--- config.mk ---
export PLATFORM = sky130hd
export DESIGN_NAME = inport_requester_flat
export DESIGN_NICKNAME = d
export VERILOG_FILES = /design/src/rtl/inport_requester_if.sv /design/src/rtl/inport_requester.sv /design/src/flat_wrapper.sv
export SDC_FILE = /design/constraint.sdc
export NUM_CORES = 1
export LEC_CHECK = 0
export ABC_AREA = 1
export CAP_MARGIN = 10
export CORE_MARGIN = 3
export CORE_UTILIZATION = 54
export CTS_CLUSTER_SIZE = 25
export DETAILED_ROUTE_END_ITERATION = 12
export PLACE_DENSITY = 0.79
export SETUP_SLACK_MARGIN = 0.4
export SLEW_MARGIN = 10
export SYNTH_ARGS = -nofsm -noshare
export SYNTH_HDL_FRONTEND = slang
export SYNTH_SLANG_ARGS = --single-unit
export TNS_END_PERCENT = 20
--- constraint.sdc ---
create_clock -name clk -period 3.5 [get_ports clk]
set_input_delay 1.05 -clock clk [delete_from_list [all_inputs] [get_ports clk]]
set_output_delay 1.05 -clock clk [all_outputs]
set_load 0.1 [all_outputs]
--- src/rtl/inport_requester_if.sv ---
// inport_requester_if: upstream flit, arbiter request/grant and crossbar head-flit signals of one router input port
interface inport_requester_if #(
  parameter int FLIT_WIDTH = 32,
  parameter int DEPTH = 4
);
  logic in_valid;
  logic [FLIT_WIDTH-1:0] in_flit;
  logic in_ready;
  logic [2:0] request_bundle;
  logic grant;
  logic [FLIT_WIDTH-1:0] out_flit;
  logic [$clog2(DEPTH):0] fifo_count;
  modport master (
    output in_valid, in_flit, grant,
    input in_ready, request_bundle, out_flit, fifo_count
  );
  modport slave (
    input in_valid, in_flit, grant,
    output in_ready, request_bundle, out_flit, fifo_count
  );
endinterface

--- src/rtl/inport_requester.sv ---
// inport_requester: flit FIFO plus IDLE/ROUTE/REQUEST FSM that raises a stable {hit_x,hit_y,request} bundle until granted
module inport_requester #(
  parameter int FLIT_WIDTH = 32,
  parameter int ADDR_W = 2,
  parameter int X_LOCAL = 0,
  parameter int Y_LOCAL = 0,
  parameter int DEPTH = 4
) (
  input logic clk,
  input logic reset,
  inport_requester_if.slave bus
);
  localparam int PW = $clog2(DEPTH);
  localparam int CW = PW + 1;
  typedef enum logic [1:0] {IDLE, ROUTE, REQUEST} state_t;
  state_t r_state, w_state_nxt;
  logic [FLIT_WIDTH-1:0] r_mem [DEPTH];
  logic [PW-1:0] r_wptr, r_rptr;
  logic [CW-1:0] r_count, w_count_nxt;
  logic r_hit_x, r_hit_y;
  logic w_push, w_pop, w_full, w_req;
  logic [FLIT_WIDTH-1:0] w_head;
  assign w_head = r_mem[r_rptr];
  assign w_full = r_count == CW'(DEPTH);
  assign w_req = r_state == REQUEST;
  assign w_push = bus.in_valid & ~w_full;
  assign w_pop = bus.grant & w_req;
  assign w_count_nxt = r_count + CW'(w_push) - CW'(w_pop);
  always_comb begin
    w_state_nxt = r_state;
    w_state_nxt = r_state == IDLE ? (r_count != '0 ? ROUTE : IDLE) :
                  r_state == ROUTE ? REQUEST :
                  !w_pop ? REQUEST :
                  w_count_nxt != '0 ? ROUTE : IDLE;
  end
  always_ff @(posedge clk or posedge reset) begin
    if (reset) begin
      r_state <= IDLE;
      r_wptr <= '0;
      r_rptr <= '0;
      r_count <= '0;
      r_hit_x <= 1'b0;
      r_hit_y <= 1'b0;
    end else begin
      r_state <= w_state_nxt;
      r_count <= w_count_nxt;
      if (w_push) r_wptr <= r_wptr + 1'b1;
      if (w_pop) r_rptr <= r_rptr + 1'b1;
      if (r_state == ROUTE) begin
        r_hit_x <= w_head[FLIT_WIDTH-1 -: ADDR_W] == ADDR_W'(X_LOCAL);
        r_hit_y <= w_head[FLIT_WIDTH-ADDR_W-1 -: ADDR_W] == ADDR_W'(Y_LOCAL);
      end
    end
  end
  // storage needs no reset: contents are only observed while request is high
  always_ff @(posedge clk) begin
    if (w_push) r_mem[r_wptr] <= bus.in_flit;
  end
  assign bus.in_ready = ~w_full;
  assign bus.request_bundle = {w_req & r_hit_x, w_req & r_hit_y, w_req};
  assign bus.out_flit = w_head;
  assign bus.fifo_count = r_count;
endmodule
--- src/flat_wrapper.sv ---
// flat-port wrapper written by rule: the top's interface ports become plain ports
module inport_requester_flat 
#(
  parameter int FLIT_WIDTH = 32,
  parameter int ADDR_W = 2,
  parameter int X_LOCAL = 0,
  parameter int Y_LOCAL = 0,
  parameter int DEPTH = 4
)
  (clk, reset, bus_in_valid, bus_in_flit, bus_grant, bus_in_ready, bus_request_bundle, bus_out_flit, bus_fifo_count);
  inport_requester_if #(.FLIT_WIDTH(FLIT_WIDTH), .DEPTH(DEPTH)) bus_i ();
  input logic clk;
  input logic reset;
  input wire logic [$bits(bus_i.in_valid)-1:0] bus_in_valid;
  input wire logic [$bits(bus_i.in_flit)-1:0] bus_in_flit;
  input wire logic [$bits(bus_i.grant)-1:0] bus_grant;
  output wire logic [$bits(bus_i.in_ready)-1:0] bus_in_ready;
  output wire logic [$bits(bus_i.request_bundle)-1:0] bus_request_bundle;
  output wire logic [$bits(bus_i.out_flit)-1:0] bus_out_flit;
  output wire logic [$bits(bus_i.fifo_count)-1:0] bus_fifo_count;
  assign bus_i.in_valid = bus_in_valid;
  assign bus_i.in_flit = bus_in_flit;
  assign bus_i.grant = bus_grant;
  assign bus_in_ready = bus_i.in_ready;
  assign bus_request_bundle = bus_i.request_bundle;
  assign bus_out_flit = bus_i.out_flit;
  assign bus_fifo_count = bus_i.fifo_count;
  inport_requester #(.FLIT_WIDTH(FLIT_WIDTH), .ADDR_W(ADDR_W), .X_LOCAL(X_LOCAL), .Y_LOCAL(Y_LOCAL), .DEPTH(DEPTH)) u_core (.clk(clk), .reset(reset), .bus(bus_i));
endmodule
Word-level counts from Yosys, hierarchy flattened

Memories as Yosys holds them, arrays and structs flattened.
Cells that the tools add are included.
Widths: inputs -> output; s select.

Memories: 1
RAM bits: 128
Flip-flop bits (word level): 11
Bits in latches: 0
Logic and storage cells: 31
Memory bits (read-only): 0

Add/sub/neg operators: 4
Equality and inequality tests: 3
Reductions and logical operators: 5
Mux-type cells: 7
Shift-type cells: 0
$mul: 0
Magnitude comparators: 0
Divide/modulo/power cells: 0
Bitwise operators: 5

Memories:

| name         | words | width | rd ports | clocked after Yosys merged registers in | wr ports | RTL line               | source |
|---|---|---|---|---|---|---|---|
| u_core.r_mem | 4     | 32    | 1        | 0                                       | 1        | inport_requester.sv:17 | `logic [FLIT_WIDTH-1:0] r_mem [DEPTH];` |

Operators with widths:

| operator            | number |
|---|---|
| $logic_not 2->1     | 3 |
| $mux 2              | 3 |
| $reduce_bool 3->1   | 2 |
| $add 2x1->2 const B | 2 |
| $and 1x1->1         | 4 |
| $mux 1              | 4 |
| $add 3x1->3         | 1 |
| $eq 3x3->1 const B  | 1 |
| $sub 3x1->3         | 1 |
| $eq 2x1->1 const B  | 1 |
| $eq 2x2->1 const B  | 1 |
| $not 1->1           | 1 |

Depth between registers and ports, before layout

Depth after elaboration: 10
Mapped depth: 12

Least setup slack after synthesis

OpenSTA, ideal clock, no wires.

Path kind: reg2reg
Start: register u_core.r_count[1], in the netlist u_core.bus.fifo_count[1]
End: memory u_core.r_mem[0][0] (enable)
Path slack: -0.604 ns
Required time: 3.079 ns
Library setup time: 0.421 ns
Arrival: 3.682 ns
Cell stages (with the launch flop): 5
Path through: dfrtp_1 inv_1 nand3_1 nand2_1 nor2_1

Cells in the longest elaborated chain, start to end: 5

Ends and longest elaborated chain:

| item                         | RTL line               | source |
|---|---|---|
| from (decl)                  | inport_requester.sv:19 | `logic [CW-1:0] r_count, w_count_nxt;` |
| from (signal assigned)       | inport_requester.sv:46 | `r_count <= w_count_nxt;` |
| $eq 3x3->1                   | inport_requester.sv:24 | `assign w_full = r_count == CW'(DEPTH);` |
| $not 1->1                    | n/a                    |  |
| via bus_in_ready             | flat_wrapper.sv:17     | `output wire logic [$bits(bus_i.in_ready)-1:0] bus_in_ready;` |
| $and 1x1->1                  | inport_requester.sv:26 | `assign w_push = bus.in_valid & ~w_full;` |
| $mux 1                       | inport_requester.sv:57 | `if (w_push) r_mem[r_wptr] <= bus.in_flit;` |
| $mux 1 (not written as such) | inport_requester.sv:57 |  |
| to (decl)                    | inport_requester.sv:17 |  |

The timed path passes the listed nets, and every way through them passes these cells.

Worst setup path in the final report

Start: register u_core.r_rptr[0]
End: output port bus_out_flit[6]

Cells in the longest elaborated chain, start to end: 1

Ends and longest elaborated chain:

| item                   | RTL line               | source |
|---|---|---|
| from (decl)            | inport_requester.sv:18 | `logic [PW-1:0] r_wptr, r_rptr;` |
| from (signal assigned) | inport_requester.sv:48 | `if (w_pop) r_rptr <= r_rptr + 1'b1;` |
| $mem_v2 4x32           | n/a                    |  |
| to (decl)              | flat_wrapper.sv:19     | `output wire logic [$bits(bus_i.out_flit)-1:0] bus_out_flit;` |

Every way passes these cells.

==> impl_metrics.yaml <==
yosys:
  synth_top_cell_by_area: "edfxtp_1"
  ys_seq_area_frac: 0.763
  synth.area.top_cells: "edfxtp_1 (71%), dfrtp_1 (5.1%), nor2_1 (4.5%)"
  synth.avg_cell_area_sq_um: 13.6
  yosysWarningCount: 0
  async_flop_share: 0.0791
  synth_commonest_cells: "edfxtp_1 (128), nor2_1 (65), o21ai_0 (47)"
  yosysTopAreaCellShare: 0.712
  synth_edf_count: 128
  synthCells: 398
  syn-num-nets: 440
  syn_area_sq_um: 5400
  ys_types: 19
  synth.most_common_cell: "edfxtp_1"
  synth.ff_latch_count: 139
  synthFlopType: "edfxtp_1"
global_route:
  grt-ovfl-total: 0
  grt_max_degree: 67
  antenna_found_initial: 0
  grt_pass1_vias: 3681
  grt_pass1_wl_mm: 19.0
  track_usage: 0.224
detailed_routing:
  num_vias: 3530
  remaining_drc_errors: 0
  routedWlPerCell_um: 19.2
  route.antenna.remaining_nets: 0
  drt-total-wl_mm: 12.0
  drt_first_pass_iters: 5
  drtIter0Drc: 274
  viasPerCell: 5.65
min_path:
  hp-class: "register to register"
floorplan:
  rows: 35
  die_area_sq_um: 11200
  start_util: 0.571
  die_h_um: 106
  core_area_sq_um: 9460
  ios: 75
  die_w_um: 106
sta:
  tns_ns: 0
  fin_skew_ns: 0.00881
  finalHoldWorstSlack_ns: 0.495
  finalSetupViolCount: 0
  finalMaxSlewViolations: 0
  hold_viol: 0
  rsz0062_at_grt: "yes"
  relSlewSlack: 0.695
  finalCritPeriodShare: 0.865
  worst_pin_slew_ns: 0.456
  fmax_mhz: 330
  finalCriticalPeriod_ns: 3.03
cells_and_area:
  fin_util: 0.765
  final_nets: 525
  areaGrowthSynthToFinish_pct: 33.9
  stdcell_area_sq_um: 7230
  diodes: 0
  drive_gt1_frac: 0.190
critical_path:
  worstPathRequired_ns: 2.45
  critPathCaptureType: "output pin"
  cp.arrival_ns: 1.98
  cp-start-kind: "register"
  critical_path_class: "register to output pin"
  critPathMaxFanout: 66
clock_tree:
  cts_tree: "done"
  clk_latency_ns: 0.51
  clock_sinks: 139
  cts.clk_slew.worst_paths_ns: 0.06
  cts.path.max_buffers: 2
  cts_root_buf: "clkbuf_8"
  cts_max_level: 4
  postCtsHoldBufs: 0
  cts_made_buffers: 17
placed_design:
  io_buffers: 74
  place.gp.congestion: 0.728
  hpwl_mm: 6.65
  post_dp_cell_area_sq_um: 6580
outcome:
  status: "finished clean"
flow_run:
  maxCapViolCount: 0
-- worst max-delay path, stage by stage (launching register included) --
cell,delay (ns)
dfrtp_4,0.56
inv_12,0.23
o21ai_0,0.13
o22ai_1,0.27
buf_12,0.22
-- sequential cells by signal (all words and copies together) (netlist names) --
| register | cells |
|---|---|
| u_core.bus.fifo_count | 3 |
| u_core.r_hit_y | 1 |
| u_core.r_hit_x | 1 |
| u_core.r_state | 2 |
| u_core.r_mem | 128 |
| u_core.r_wptr | 2 |
| u_core.r_rptr | 2 |
-- cells by family after synthesis --
family / count (synthesis) / synth area share
AO/OA/AOI/OAI: 86 / 0.0862
XOR/XNOR: 3 / 0.00487
adder cells (fa/ha/maj): 6 / 0.0153
buffers and inverters: 46 / 0.0452
flip-flops: 139 / 0.763
AND/OR/NAND/NOR: 118 / 0.0857
-- placed cells by master, fill, tap and decap left out --
cell type,netlist,final
edfxtp_1,128,128
nor2_1,65,61
o21ai_0,47,46
nand2_1,37,37
clkdlybuf4s50_1,0,35
buf_12,0,32
o22ai_1,28,24
inv_1,23,23
buf_4,2,17
clkbuf_16,0,16
nand3_1,16,15
o21ai_1,11,12
dfrtp_1,11,10
ha_1,5,5
o22ai_2,0,4
nor2_4,0,4
clkinvlp_4,0,4
xor2_1,3,3
bufinv_16,0,3
clkinv_1,0,2
clkinv_2,0,2
clkinv_4,0,2
inv_6,0,2
buf_6,7,2
inv_12,0,1
nand3_2,0,1
inv_4,1,1
fa_1,1,1
clkbuf_8,0,1
buf_8,0,1
dfrtp_4,0,1
-- layer usage --
metal	share of wire	vias up	GRT usage
li1	-	1601	-
met1	0.37	1744	0.264
met2	0.55	168	0.403
met3	0.060	17	0.0522
met4	0.015	0	0.0805
met5	0	-	0
-- per-stage QoR --
stage / setup WS, ns / cells
floorplan: 0.103 / 398
global placement: 0.496 / 590
detailed placement: 0.419 / 590
CTS: 0.408 / 625
global route: 0.396 / 625
finish: 0.472 / 625
-- worst paths after layout --
path,from,endpoint,slack [ns],cells past startpoint
min in group asynchronous,reset,u_core.bus.fifo_count[2],0.85,2
hold reg to reg,u_core.r_hit_y,u_core.r_hit_y,0.49,2
max in group asynchronous,reset,u_core.r_rptr[0],2.31,2
hold / removal,u_core.r_hit_y,u_core.r_hit_y,0.49,2
setup reg to reg,u_core.bus.fifo_count[1],u_core.r_state[0],1.18,10
setup / recovery,u_core.r_rptr[0],bus_out_flit[6],0.47,4
-- layout make-up --
type	instances	area, sq um
tap	129	161
clock buffer	17	414
multi-input combinational	213	1100
timing repair buffer	87	1160
inverter	25	109
fill	554	2230
sequential	139	4120
clock inverter	15	173
-- repair_timing --
item | in CTS | in global routing
resized for setup | 8 | 4
setup buffers | 3 | 0
setup endpoints to repair | 32 | 13
endpoints found under the hold margin | 0 | 0
Power is left out: the tool's default activity adds up to more than one toggle a clock period on the data nets, which glitch-free logic cannot reach.
